[src/rtl/tt_shim_pkg.sv]
// Shared types and helpers for the tt_stim_shim stimulus/check shim.
// Holds the run-state enum, the idle opcode and small arithmetic helpers.
package tt_shim_pkg;

   typedef enum logic [1:0] {
      S_IDLE  = 2'd0,
      S_RUN   = 2'd1,
      S_DRAIN = 2'd2,
      S_DONE  = 2'd3
   } state_t;

   localparam logic [5:0] NOP_DEFAULT = 6'd0;

   // One FIFO entry packs {instr, expect, check}.
   function automatic int entry_w(input int instr_w, input int io_w);
      return instr_w + io_w + 1;
   endfunction

   function automatic logic [7:0] sat_inc8(input logic [7:0] v);
      return (v == 8'hFF) ? v : v + 8'd1;
   endfunction

endpackage

[src/rtl/tt_stim_shim_if.sv]
// Load, control, core-facing and status signals of the shim in one bundle.
// master = bench side, slave = shim side.
interface tt_stim_shim_if #(
   parameter int INSTR_W = 6,
   parameter int IO_W    = 8
);
   logic               in_valid;
   logic               in_ready;
   logic [INSTR_W-1:0] in_instr;
   logic [IO_W-1:0]    in_expect;
   logic               in_check;
   logic               start;
   logic [INSTR_W-1:0] dut_instr;
   logic [IO_W-1:0]    dut_io;
   logic               busy;
   logic               done;
   logic               err_flag;
   logic [7:0]         err_count;
   logic [15:0]        first_err_idx;
   logic [15:0]        issue_count;

   modport master (
      output in_valid, in_instr, in_expect, in_check, start, dut_io,
      input  in_ready, dut_instr, busy, done, err_flag, err_count,
             first_err_idx, issue_count
   );

   modport slave (
      input  in_valid, in_instr, in_expect, in_check, start, dut_io,
      output in_ready, dut_instr, busy, done, err_flag, err_count,
             first_err_idx, issue_count
   );
endinterface

[src/rtl/tt_shim_fifo.sv]
// Synchronous show-ahead FIFO: rd_data always presents the oldest entry.
// Storage is not reset; only pointers and occupancy are.
module tt_shim_fifo #(
   parameter int WIDTH = 15,
   parameter int DEPTH = 16,
   localparam int AW   = $clog2(DEPTH)
) (
   input  logic             clk,
   input  logic             rst,
   input  logic             wr_en,
   input  logic [WIDTH-1:0] wr_data,
   input  logic             rd_en,
   output logic [WIDTH-1:0] rd_data,
   output logic             full,
   output logic             empty,
   output logic [AW:0]      count
);
   logic [WIDTH-1:0] mem [DEPTH];
   logic [AW-1:0]    wptr;
   logic [AW-1:0]    rptr;
   logic             push;
   logic             pop;

   assign full  = (count == (AW+1)'(DEPTH));
   assign empty = (count == '0);
   assign push  = wr_en && !full;
   assign pop   = rd_en && !empty;
   assign rd_data = mem[rptr];

   always_ff @(posedge clk) begin
      if (rst) begin
         wptr  <= '0;
         rptr  <= '0;
         count <= '0;
      end else begin
         if (push) wptr <= wptr + 1'b1;
         if (pop)  rptr <= rptr + 1'b1;
         case ({push, pop})
            2'b10:   count <= count + 1'b1;
            2'b01:   count <= count - 1'b1;
            default: count <= count;
         endcase
      end
   end

   always_ff @(posedge clk) begin
      if (push) mem[wptr] <= wr_data;
   end

endmodule

[src/rtl/tt_stim_shim.sv]
// Stimulus/check shim: buffers {instr, expect, check}, issues one instr per cycle
// to the core and compares io_out LAT cycles later, accumulating run statistics.
module tt_stim_shim
   import tt_shim_pkg::*;
#(
   parameter int INSTR_W = 6,
   parameter int IO_W    = 8,
   parameter int DEPTH   = 16,
   parameter int LAT     = 1,
   parameter logic [INSTR_W-1:0] NOP = INSTR_W'(NOP_DEFAULT)
) (
   input  logic          clk,
   input  logic          rst,
   tt_stim_shim_if.slave bus
);
   localparam int EW = entry_w(INSTR_W, IO_W);
   localparam int AW = $clog2(DEPTH);
   localparam int DW = (LAT > 1) ? $clog2(LAT) : 1;

   state_t             state_q, state_d;
   logic               fifo_full, fifo_empty;
   logic [AW:0]        fifo_cnt;
   logic [EW-1:0]      rd_entry;
   logic [INSTR_W-1:0] rd_instr;
   logic [IO_W-1:0]    rd_expect;
   logic               rd_check;
   logic               push, pop, launch, mis;
   logic [DW-1:0]      drain_cnt;
   logic [INSTR_W-1:0] dut_instr_q;
   logic               err_flag_q;
   logic [7:0]         err_cnt_q;
   logic [15:0]        first_idx_q;
   logic [15:0]        issue_cnt_q;
   logic               vld_p [LAT];
   logic [IO_W-1:0]    exp_p [LAT];
   logic [15:0]        idx_p [LAT];

   assign push         = bus.in_valid && bus.in_ready;
   assign bus.in_ready = !fifo_full;
   assign {rd_instr, rd_expect, rd_check} = rd_entry;

   tt_shim_fifo #(.WIDTH(EW), .DEPTH(DEPTH)) u_fifo (
      .clk     (clk),
      .rst     (rst),
      .wr_en   (push),
      .wr_data ({bus.in_instr, bus.in_expect, bus.in_check}),
      .rd_en   (pop),
      .rd_data (rd_entry),
      .full    (fifo_full),
      .empty   (fifo_empty),
      .count   (fifo_cnt)
   );

   always_ff @(posedge clk) begin
      if (rst) state_q <= S_IDLE;
      else     state_q <= state_d;
   end

   always_comb begin
      state_d = state_q;
      unique case (state_q)
         S_IDLE, S_DONE: if (bus.start) state_d = fifo_empty ? S_DRAIN : S_RUN;
         // Leave RUN only when the pop empties the FIFO and nothing refills it.
         S_RUN: if (fifo_empty || (fifo_cnt == (AW+1)'(1) && !push)) state_d = S_DRAIN;
         S_DRAIN: if (drain_cnt == DW'(LAT-1)) state_d = S_DONE;
         default: state_d = S_IDLE;
      endcase
   end

   always_comb begin
      pop      = (state_q == S_RUN) && !fifo_empty;
      launch   = bus.start && ((state_q == S_IDLE) || (state_q == S_DONE));
      bus.busy = (state_q == S_RUN) || (state_q == S_DRAIN);
      bus.done = (state_q == S_DONE);
   end

   always_ff @(posedge clk) begin
      if (rst || state_q != S_DRAIN) drain_cnt <= '0;
      else                            drain_cnt <= drain_cnt + 1'b1;
   end

   // p0: issue register and head of the check pipeline
   always_ff @(posedge clk) begin
      if (rst) begin
         dut_instr_q <= NOP;
         for (int i = 0; i < LAT; i++) vld_p[i] <= 1'b0;
      end else begin
         dut_instr_q <= pop ? rd_instr : NOP;
         vld_p[0]    <= pop && rd_check;
         for (int i = 1; i < LAT; i++) vld_p[i] <= vld_p[i-1];
      end
   end

   always_ff @(posedge clk) begin
      exp_p[0] <= rd_expect;
      idx_p[0] <= issue_cnt_q;
      for (int i = 1; i < LAT; i++) begin
         exp_p[i] <= exp_p[i-1];
         idx_p[i] <= idx_p[i-1];
      end
   end

   // p(LAT-1): compare against the core output and update run statistics
   assign mis = vld_p[LAT-1] && (bus.dut_io != exp_p[LAT-1]);

   always_ff @(posedge clk) begin
      if (rst || launch) begin
         err_flag_q  <= 1'b0;
         err_cnt_q   <= '0;
         first_idx_q <= '0;
         issue_cnt_q <= '0;
      end else begin
         if (pop) issue_cnt_q <= issue_cnt_q + 16'd1;
         if (mis) begin
            err_flag_q <= 1'b1;
            err_cnt_q  <= sat_inc8(err_cnt_q);
            if (!err_flag_q) first_idx_q <= idx_p[LAT-1];
         end
      end
   end

   assign bus.dut_instr     = dut_instr_q;
   assign bus.err_flag      = err_flag_q;
   assign bus.err_count     = err_cnt_q;
   assign bus.first_err_idx = first_idx_q;
   assign bus.issue_count   = issue_cnt_q;

endmodule

[src/flat_wrapper.sv]
// flat-port wrapper written by rule: the top's interface ports become plain ports
module tt_stim_shim_flat import tt_shim_pkg::*;
#(
   parameter int INSTR_W = 6,
   parameter int IO_W    = 8,
   parameter int DEPTH   = 16,
   parameter int LAT     = 1,
   parameter logic [INSTR_W-1:0] NOP = INSTR_W'(NOP_DEFAULT)
)
  (clk, rst, bus_in_valid, bus_in_instr, bus_in_expect, bus_in_check, bus_start, bus_dut_io, bus_in_ready, bus_dut_instr, bus_busy, bus_done, bus_err_flag, bus_err_count, bus_first_err_idx, bus_issue_count);
  tt_stim_shim_if #(.INSTR_W(INSTR_W), .IO_W(IO_W)) bus_i ();
  input  logic clk;
  input  logic rst;
  input wire logic [$bits(bus_i.in_valid)-1:0] bus_in_valid;
  input wire logic [$bits(bus_i.in_instr)-1:0] bus_in_instr;
  input wire logic [$bits(bus_i.in_expect)-1:0] bus_in_expect;
  input wire logic [$bits(bus_i.in_check)-1:0] bus_in_check;
  input wire logic [$bits(bus_i.start)-1:0] bus_start;
  input wire logic [$bits(bus_i.dut_io)-1:0] bus_dut_io;
  output wire logic [$bits(bus_i.in_ready)-1:0] bus_in_ready;
  output wire logic [$bits(bus_i.dut_instr)-1:0] bus_dut_instr;
  output wire logic [$bits(bus_i.busy)-1:0] bus_busy;
  output wire logic [$bits(bus_i.done)-1:0] bus_done;
  output wire logic [$bits(bus_i.err_flag)-1:0] bus_err_flag;
  output wire logic [$bits(bus_i.err_count)-1:0] bus_err_count;
  output wire logic [$bits(bus_i.first_err_idx)-1:0] bus_first_err_idx;
  output wire logic [$bits(bus_i.issue_count)-1:0] bus_issue_count;
  assign bus_i.in_valid = bus_in_valid;
  assign bus_i.in_instr = bus_in_instr;
  assign bus_i.in_expect = bus_in_expect;
  assign bus_i.in_check = bus_in_check;
  assign bus_i.start = bus_start;
  assign bus_i.dut_io = bus_dut_io;
  assign bus_in_ready = bus_i.in_ready;
  assign bus_dut_instr = bus_i.dut_instr;
  assign bus_busy = bus_i.busy;
  assign bus_done = bus_i.done;
  assign bus_err_flag = bus_i.err_flag;
  assign bus_err_count = bus_i.err_count;
  assign bus_first_err_idx = bus_i.first_err_idx;
  assign bus_issue_count = bus_i.issue_count;
  tt_stim_shim #(.INSTR_W(INSTR_W), .IO_W(IO_W), .DEPTH(DEPTH), .LAT(LAT), .NOP(NOP)) u_core (.clk(clk), .rst(rst), .bus(bus_i));
endmodule
[config.mk]
export PLATFORM = sky130hd
export DESIGN_NAME = tt_stim_shim_flat
export DESIGN_NICKNAME = d
export VERILOG_FILES = /design/src/rtl/tt_shim_pkg.sv /design/src/rtl/tt_stim_shim_if.sv /design/src/rtl/tt_shim_fifo.sv /design/src/rtl/tt_stim_shim.sv /design/src/flat_wrapper.sv
export SDC_FILE = /design/constraint.sdc
export NUM_CORES = 1
export LEC_CHECK = 0
export CAP_MARGIN = 10
export CORE_UTILIZATION = 45
export DETAILED_ROUTE_END_ITERATION = 7
export PLACE_DENSITY = 0.61
export SYNTH_ARGS = -nofsm -noshare
export SYNTH_HDL_FRONTEND = slang
export SYNTH_SLANG_ARGS = --single-unit
[constraint.sdc]
create_clock -name clk -period 3.6 [get_ports clk]
set_input_delay 0.54 -clock clk [delete_from_list [all_inputs] [get_ports clk]]
set_output_delay 0.54 -clock clk [all_outputs]
set_load 0.05 [all_outputs]
# ---- Word level (Yosys, flattened, before mapping)
# Memory sizes are Yosys's and may differ from the RTL's. A register that Yosys moved wholly into a read port is not among the register bits.
# Cells that the tools add are included.
dict set report classes {
  n_addsub 7
  n_eq_ne 13
  bitwise_logic 3
  reduce_logical 25
  n_mux 15
}
# cell n
set ops {}
lappend ops {{$add 16x1->16 const B} 1}
lappend ops {{$pmux 5 s2} 1}
lappend ops {{$add 4x1->4 const B} 2}
lappend ops {{$add 8x1->8 const B} 1}
lappend ops {{$eq 8x8->1 const B} 1}
lappend ops {{$logic_and 1x1->1} 8}
lappend ops {{$mux 2} 4}
lappend ops {{$mux 4} 2}
lappend ops {{$ne 8x8->1} 1}
lappend ops {{$mux 1} 7}
lappend ops {{$eq 2x2->1 const B} 3}
lappend ops {{$ne 2x2->1 const B} 3}
lappend ops {{$pmux 2 s3} 1}
lappend ops {{$add 5x1->5 const B} 1}
lappend ops {{$eq 5x1->1 const B} 1}
lappend ops {{$eq 5x5->1 const B} 1}
lappend ops {{$logic_not 5->1} 1}
lappend ops {{$logic_or 1x1->1} 5}
lappend ops {{$sub 5x1->5 const B} 1}
lappend ops {{$eq 2x1->1 const B} 2}
lappend ops {{$reduce_and 2->1} 2}
lappend ops {{$reduce_or 2->1} 2}
lappend ops {{$logic_not 1->1} 3}
lappend ops {{$not 1->1} 3}
lappend ops {{6 further kinds} 6}
dict set report totals {
  ramBits 265
  mem_count 4
  out_inout_bits 50
  elab_cells 76
  ff_bits 47
  in_bits 27
}
# memory words width rd rd_ports_with_merged_regs wr line
set mem_list {}
lappend mem_list {u_core.u_fifo.mem 16 15 1 1 1 tt_shim_fifo.sv:18} ;# logic [WIDTH-1:0] mem [DEPTH];
lappend mem_list {u_core.idx_p 1 16 1 1 1 tt_stim_shim.sv:36} ;# logic [15:0] idx_p [LAT];
lappend mem_list {u_core.exp_p 1 8 1 0 1 tt_stim_shim.sv:35} ;# logic [IO_W-1:0] exp_p [LAT];
lappend mem_list {u_core.vld_p 1 1 1 0 1 tt_stim_shim.sv:34} ;# logic vld_p [LAT];

# ---- Depth between registers and ports, before layout
dict set report logic_depth {
  ltp_word 8
  mapped_depth 10
  depth_no_buf 10
}

# ---- Hierarchy
# From an unflattened synthesis, not the netlist that was laid out.
dict set report hier_totals {
  cells_unflattened 734
  hier_area_um2 12914.9
}
# mod cells_per_inst n_inst area_each_um2 seq_area_each_um2
set modules_own_cells {}
lappend modules_own_cells {tt_shim_fifo 460 1 10204.8 7547.2}
lappend modules_own_cells {tt_stim_shim 274 1 2710.1 1501.4}

# ---- Least setup slack after synthesis
# No wires, ideal clock.
dict set report synth_timing {
  kind {register to register}
  from {register u_core.u_fifo.count[0]}
  to {memory u_core.u_fifo.mem[3][0] (enable)}
  required_ns 3.194
  n_path_buf 0
  arrival_ns 2.466
  period_less_slack_ns 2.872
  path_slack_ns 0.728
  stages_incl_launch_ff 6
  setup_time_ns 0.406
  path_cell_list {dfxtp_1 > inv_1 > ha_1 > a31oi_1 > nand2_1 > nor3_1}
}
dict set report synth_between {
  elab_chain_cells 6
}
# element line
set synth_rtl {}
lappend synth_rtl {{start: declaration} tt_shim_fifo.sv:16} ;# output logic [AW:0] count
lappend synth_rtl {{start signal: assignment} tt_shim_fifo.sv:39} ;# 2'b10: count <= count + 1'b1;
lappend synth_rtl {{start signal: assignment} tt_shim_fifo.sv:40} ;# 2'b01: count <= count - 1'b1;
lappend synth_rtl {{start signal: assignment} tt_shim_fifo.sv:41} ;# default: count <= count;
lappend synth_rtl {{$eq 5x5->1 (*)} tt_shim_fifo.sv:24} ;# assign full = (count == (AW+1)'(DEPTH));
lappend synth_rtl {{$logic_not 1->1 (*)} {tt_shim_fifo.sv:26, tt_stim_shim.sv:39}}
lappend synth_rtl {{$logic_and 1x1->1} tt_stim_shim.sv:38} ;# assign push = bus.in_valid && bus.in_ready;
lappend synth_rtl {{$logic_and 1x1->1 (*)} tt_shim_fifo.sv:26} ;# assign push = wr_en && !full;
lappend synth_rtl {{$mux 1 (*)} tt_shim_fifo.sv:47} ;# if (push) mem[wptr] <= wr_data;
lappend synth_rtl {{$mux 1 (implied by the code) (*)} tt_shim_fifo.sv:47}
lappend synth_rtl {{end: declaration} tt_shim_fifo.sv:18}
# Mark *: on every way between the ends. The rest lies on a longest branch, timed or not.

# ---- Worst setup path in the final report
dict set report layout_timing {
  from {register u_core.state_q[0]}
  to {output port bus_busy}
}
dict set report layout_between {
  elab_chain_cells 2
  word_cells_on_any_way 3
  classes_between {eq/ne (2); reduce/logical (1)}
}
# element line
set layout_rtl {}
lappend layout_rtl {{start: declaration} tt_stim_shim.sv:20} ;# state_t state_q, state_d;
lappend layout_rtl {{start signal: assignment} tt_stim_shim.sv:56} ;# else state_q <= state_d;
lappend layout_rtl {{$eq 2x1->1 / $eq 2x2->1 (equally long branches)} tt_stim_shim.sv:73} ;# bus.busy = (state_q == S_RUN) || (state_q == S_DRAIN);
lappend layout_rtl {{$logic_or 1x1->1 (*)} tt_stim_shim.sv:73}
lappend layout_rtl {{end: declaration} flat_wrapper.sv:22} ;# output wire logic [$bits(bus_i.busy)-1:0] bus_busy;
# Marks and branches as above.

==> impl_metrics.env <==
export IMPL_syn_area_um2=12500
export IMPL_drv_cap=0
export IMPL_cts_tree="yes"
export IMPL_cp_arrival_ns=2.22
export IMPL_fp_dieW_um=169
export IMPL_wire_per_inst_um=20.4
export IMPL_slew_headroom=0.259
export IMPL_post_route_min_period_ns=2.76
export IMPL_design_area_um2=15100
export IMPL_synth_commonest_cells="edfxtp_1, dfxtp_1, mux4_2, nor2_1, nand2_1"
export IMPL_cp_slowest_cell="clkdlybuf4s50_1"
export IMPL_endpoint_kind="output port"
export IMPL_setup_viol=0
export IMPL_wl_met1_um=10800
export IMPL_syn_inst=729
export IMPL_clock_latency_ns=0.50
export IMPL_max_clock_path_buffers=3
export IMPL_p_switching_w=0.00191
export IMPL_ant_nets=0
export IMPL_yosysWarningCount=0
export IMPL_synth_top_cell_area_share=0.576
export IMPL_dieArea_um2=28500
export IMPL_synth_seq_cells=332
export IMPL_async_reset_ff_frac=0
export IMPL_core_area_um2=27100
export IMPL_die_h_um=169
export IMPL_syn_to_final_growth_pct=20.8
export IMPL_rrSetupSlack_ns=1.08
export IMPL_grtUsageTotal=0.184
export IMPL_powerDensity_nw_per_um2=588
export IMPL_yosysUniqueCellTypes=44
export IMPL_drt_pass1_iter_count=5
export IMPL_whs_ns=0.393
export IMPL_crit_buf_inv=3
export IMPL_grt_start_max_net_pins=41
export IMPL_nFillCells=2097
export IMPL_ios=77
export IMPL_wl_met3_um=1020
export IMPL_hold_class="reg2reg"
export IMPL_first_global_vias=7091
export IMPL_synth_area_leader_cell="edfxtp_1"
export IMPL_period_share=0.767
export IMPL_start_util=0.462
export IMPL_numCtsBuffers=35
export IMPL_ir_drop_v=0.000312
export IMPL_place_area_um2=13900
export IMPL_ctsHoldBuffers=0
export IMPL_top_layer="met4"
export IMPL_combPwrFrac=0.093
export IMPL_worstPathCellList="inv_1, ha_1, inv_1, clkdlybuf4s50_1"
export IMPL_drt_total_wl_um=25300
export IMPL_swShare=0.215
export IMPL_synth_edf_count=240
export IMPL_outcome="completed"
export IMPL_p_leak_nw=4.93
export IMPL_avgSynthCellArea_um2=17.2
export IMPL_crit_top_cell="inv_1"
export IMPL_routabilityCongestion=0.795
export IMPL_clkSinkCount=332
export IMPL_rsz0062_at_grt="no"
export IMPL_synth_ff_type="edfxtp_1"
export IMPL_synth_nets=771
export IMPL_viasPerCell=5.39
export IMPL_clock_skew_ns=0.0111
export IMPL_worst_slew_pin_transition_ns=1.11
export IMPL_seq_power_share=0.481
export IMPL_io_buffers=76
export IMPL_wl_met2_um=12800
export IMPL_grt_overflow=0
export IMPL_ctsResizeCount=0
export IMPL_clk_pin_slew_ns=0.06
export IMPL_postCtsSetupBuffers=0
export IMPL_drc_errors=0
export IMPL_worstPathRequired_ns=3.06
export IMPL_antenna_cells=0
export IMPL_rows=60
export IMPL_antenna_found_initial=0
export IMPL_power_internal_w=0.00698
export IMPL_path_max_fanout=5
export IMPL_timing_final_ws_setup_ns=0.838
export IMPL_synth_most_common_cell="edfxtp_1"
export IMPL_hold_viol=0
export IMPL_fmax_ghz=0.362
export IMPL_cpPeakStageDelay_ns=0.81
export IMPL_dp_hpwl_um=16000
export IMPL_seq_area_frac_synth=0.723
export IMPL_final_layout_size_suffix_gt1_frac=0.198
export IMPL_synth_area_top_cells="edfxtp_1, dfxtp_1, mux4_2"
export IMPL_crit_family="buffers and inverters"
export IMPL_clkPwrFrac=0.426
export IMPL_startpoint_type="flop"
export IMPL_slew_viol_final=0
export IMPL_critical_path_class="reg2out"
export IMPL_layout_nets=883
export IMPL_setup_tns_ns=0
export IMPL_vias=6673
export IMPL_dp_slack_ns=0.769
export IMPL_drtIter0Drc=493
export IMPL_cts_root_buf="clkbuf_16"
export IMPL_cts_max_level=2
export IMPL_grt_pass1_wl_um=39300
power groups by stage:
| stage | Combinational (W) | Clock (W) | Sequential [W] |
|---|---|---|---|
| 6_report | 0.000822 | 0.00379 | 0.00428 |
| 5_1_grt | 0.000895 | 0.00399 | 0.00429 |
| 3_5_place_dp | 0.000833 | 0 | 0.00436 |
| 3_3_place_gp | 0.000805 | 0 | 0.00435 |
| 4_1_cts | 0.000837 | 0.00386 | 0.00428 |
| 2_1_floorplan | 0.000602 | 0 | 0.00433 |
metrics by stage:
| step | cells | power [W] | utilization |
|---|---|---|---|
| floorplan | 729 | 0.00493 | - |
| global route | 1237 | 0.00918 | 0.558 |
| finish | 1237 | 0.00889 | 0.558 |
| global placement | 1176 | 0.00516 | 0.512 |
| CTS | 1237 | 0.00898 | 0.558 |
| detailed placement | 1176 | 0.00520 | 0.512 |
worst paths after layout:
kind	start	endpoint	cells after the start
worst max-delay path	u_core.state_q[0]$_SDFFE_PP0P_	bus_busy	4
worst max register to register	u_core.u_fifo.count[0]$_SDFFE_PP0P_	u_core.u_fifo.count[2]$_SDFFE_PP0P_	8
worst min register to register	u_core.bus.issue_count[15]$_SDFFE_PP0N_	u_core.idx_p[0][15]$_DFF_P_	0
worst min-delay path	u_core.bus.issue_count[15]$_SDFFE_PP0N_	u_core.idx_p[0][15]$_DFF_P_	0
placed cells by master, fill, tap and decap left out, types with 16 or more instances in the layout:
cell,instances
dfxtp_1,89
nor2_1,49
clkbuf_16,35
clkdlybuf4s50_1,76
o21ai_0,18
nand3_1,29
mux2i_1,16
edfxtp_1,240
mux4_2,68
nand2_1,46
buf_4,31
xor2_1,26
kinds of logic (layout without fill, tap and decap cells):
| logic type | after synthesis | in the layout | share of synthesized area |
|---|---|---|---|
| simple gates | 168 | 168 | 0.0631 |
| fa+ha+maj | 15 | 15 | 0.0150 |
| buf+inv | 45 | 181 | 0.0155 |
| compound gates | 52 | 52 | 0.0250 |
| flops | 332 | 332 | 0.723 |
| xor+xnor | 33 | 33 | 0.0231 |
| mux | 84 | 84 | 0.135 |
sequential cells by signal (all words and copies together), names as in the netlist, named ones only:
| name | cells |
|---|---|
| u_core.u_fifo.wptr | 4 |
| u_core.bus.first_err_idx | 16 |
| u_core.u_fifo.rptr | 4 |
| u_core.bus.dut_instr | 6 |
| u_core.drain_cnt | 1 |
| u_core.bus.issue_count | 16 |
| u_core.exp_p | 8 |
| u_core.u_fifo.count | 5 |
| u_core.bus.err_count | 8 |
| u_core.vld_p | 1 |
| u_core.bus.err_flag | 1 |
| u_core.state_q | 2 |
| u_core.u_fifo.mem | 240 |
| u_core.idx_p | 16 |
area by class of cell:
type | count | area (um2) | area share
clock buffers | 46 | 977 | 0.0647
repair buffers | 108 | 1010 | 0.0671
multi-input cells | 352 | 3300 | 0.218
inverters | 12 | 47.5 | 0.00315
clock inverters | 15 | 254 | 0.0168
flip-flops and latches | 332 | 9050 | 0.599
well taps | 372 | 465 | 0.0308
metal layers:
| layer | global-route usage | up-vias |
|---|---|---|
| li1 | - | 3035 |
| met1 | 0.242 | 3416 |
| met2 | 0.315 | 172 |
| met3 | 0.0264 | 50 |
| met4 | 0.0617 | 0 |
| met5 | 0 | - |
worst reg2reg max path, delay by kind of cell, from the launching register on:
kind	cells	cell delay [ns]
AND/OR/NAND/NOR	3	1.14
buffers and inverters	2	0.23
adder cells (fa/ha/maj)	2	0.59
flip-flops	1	0.36
AO/OA/AOI/OAI	1	0.14
(Power assumes the default switching activity.)
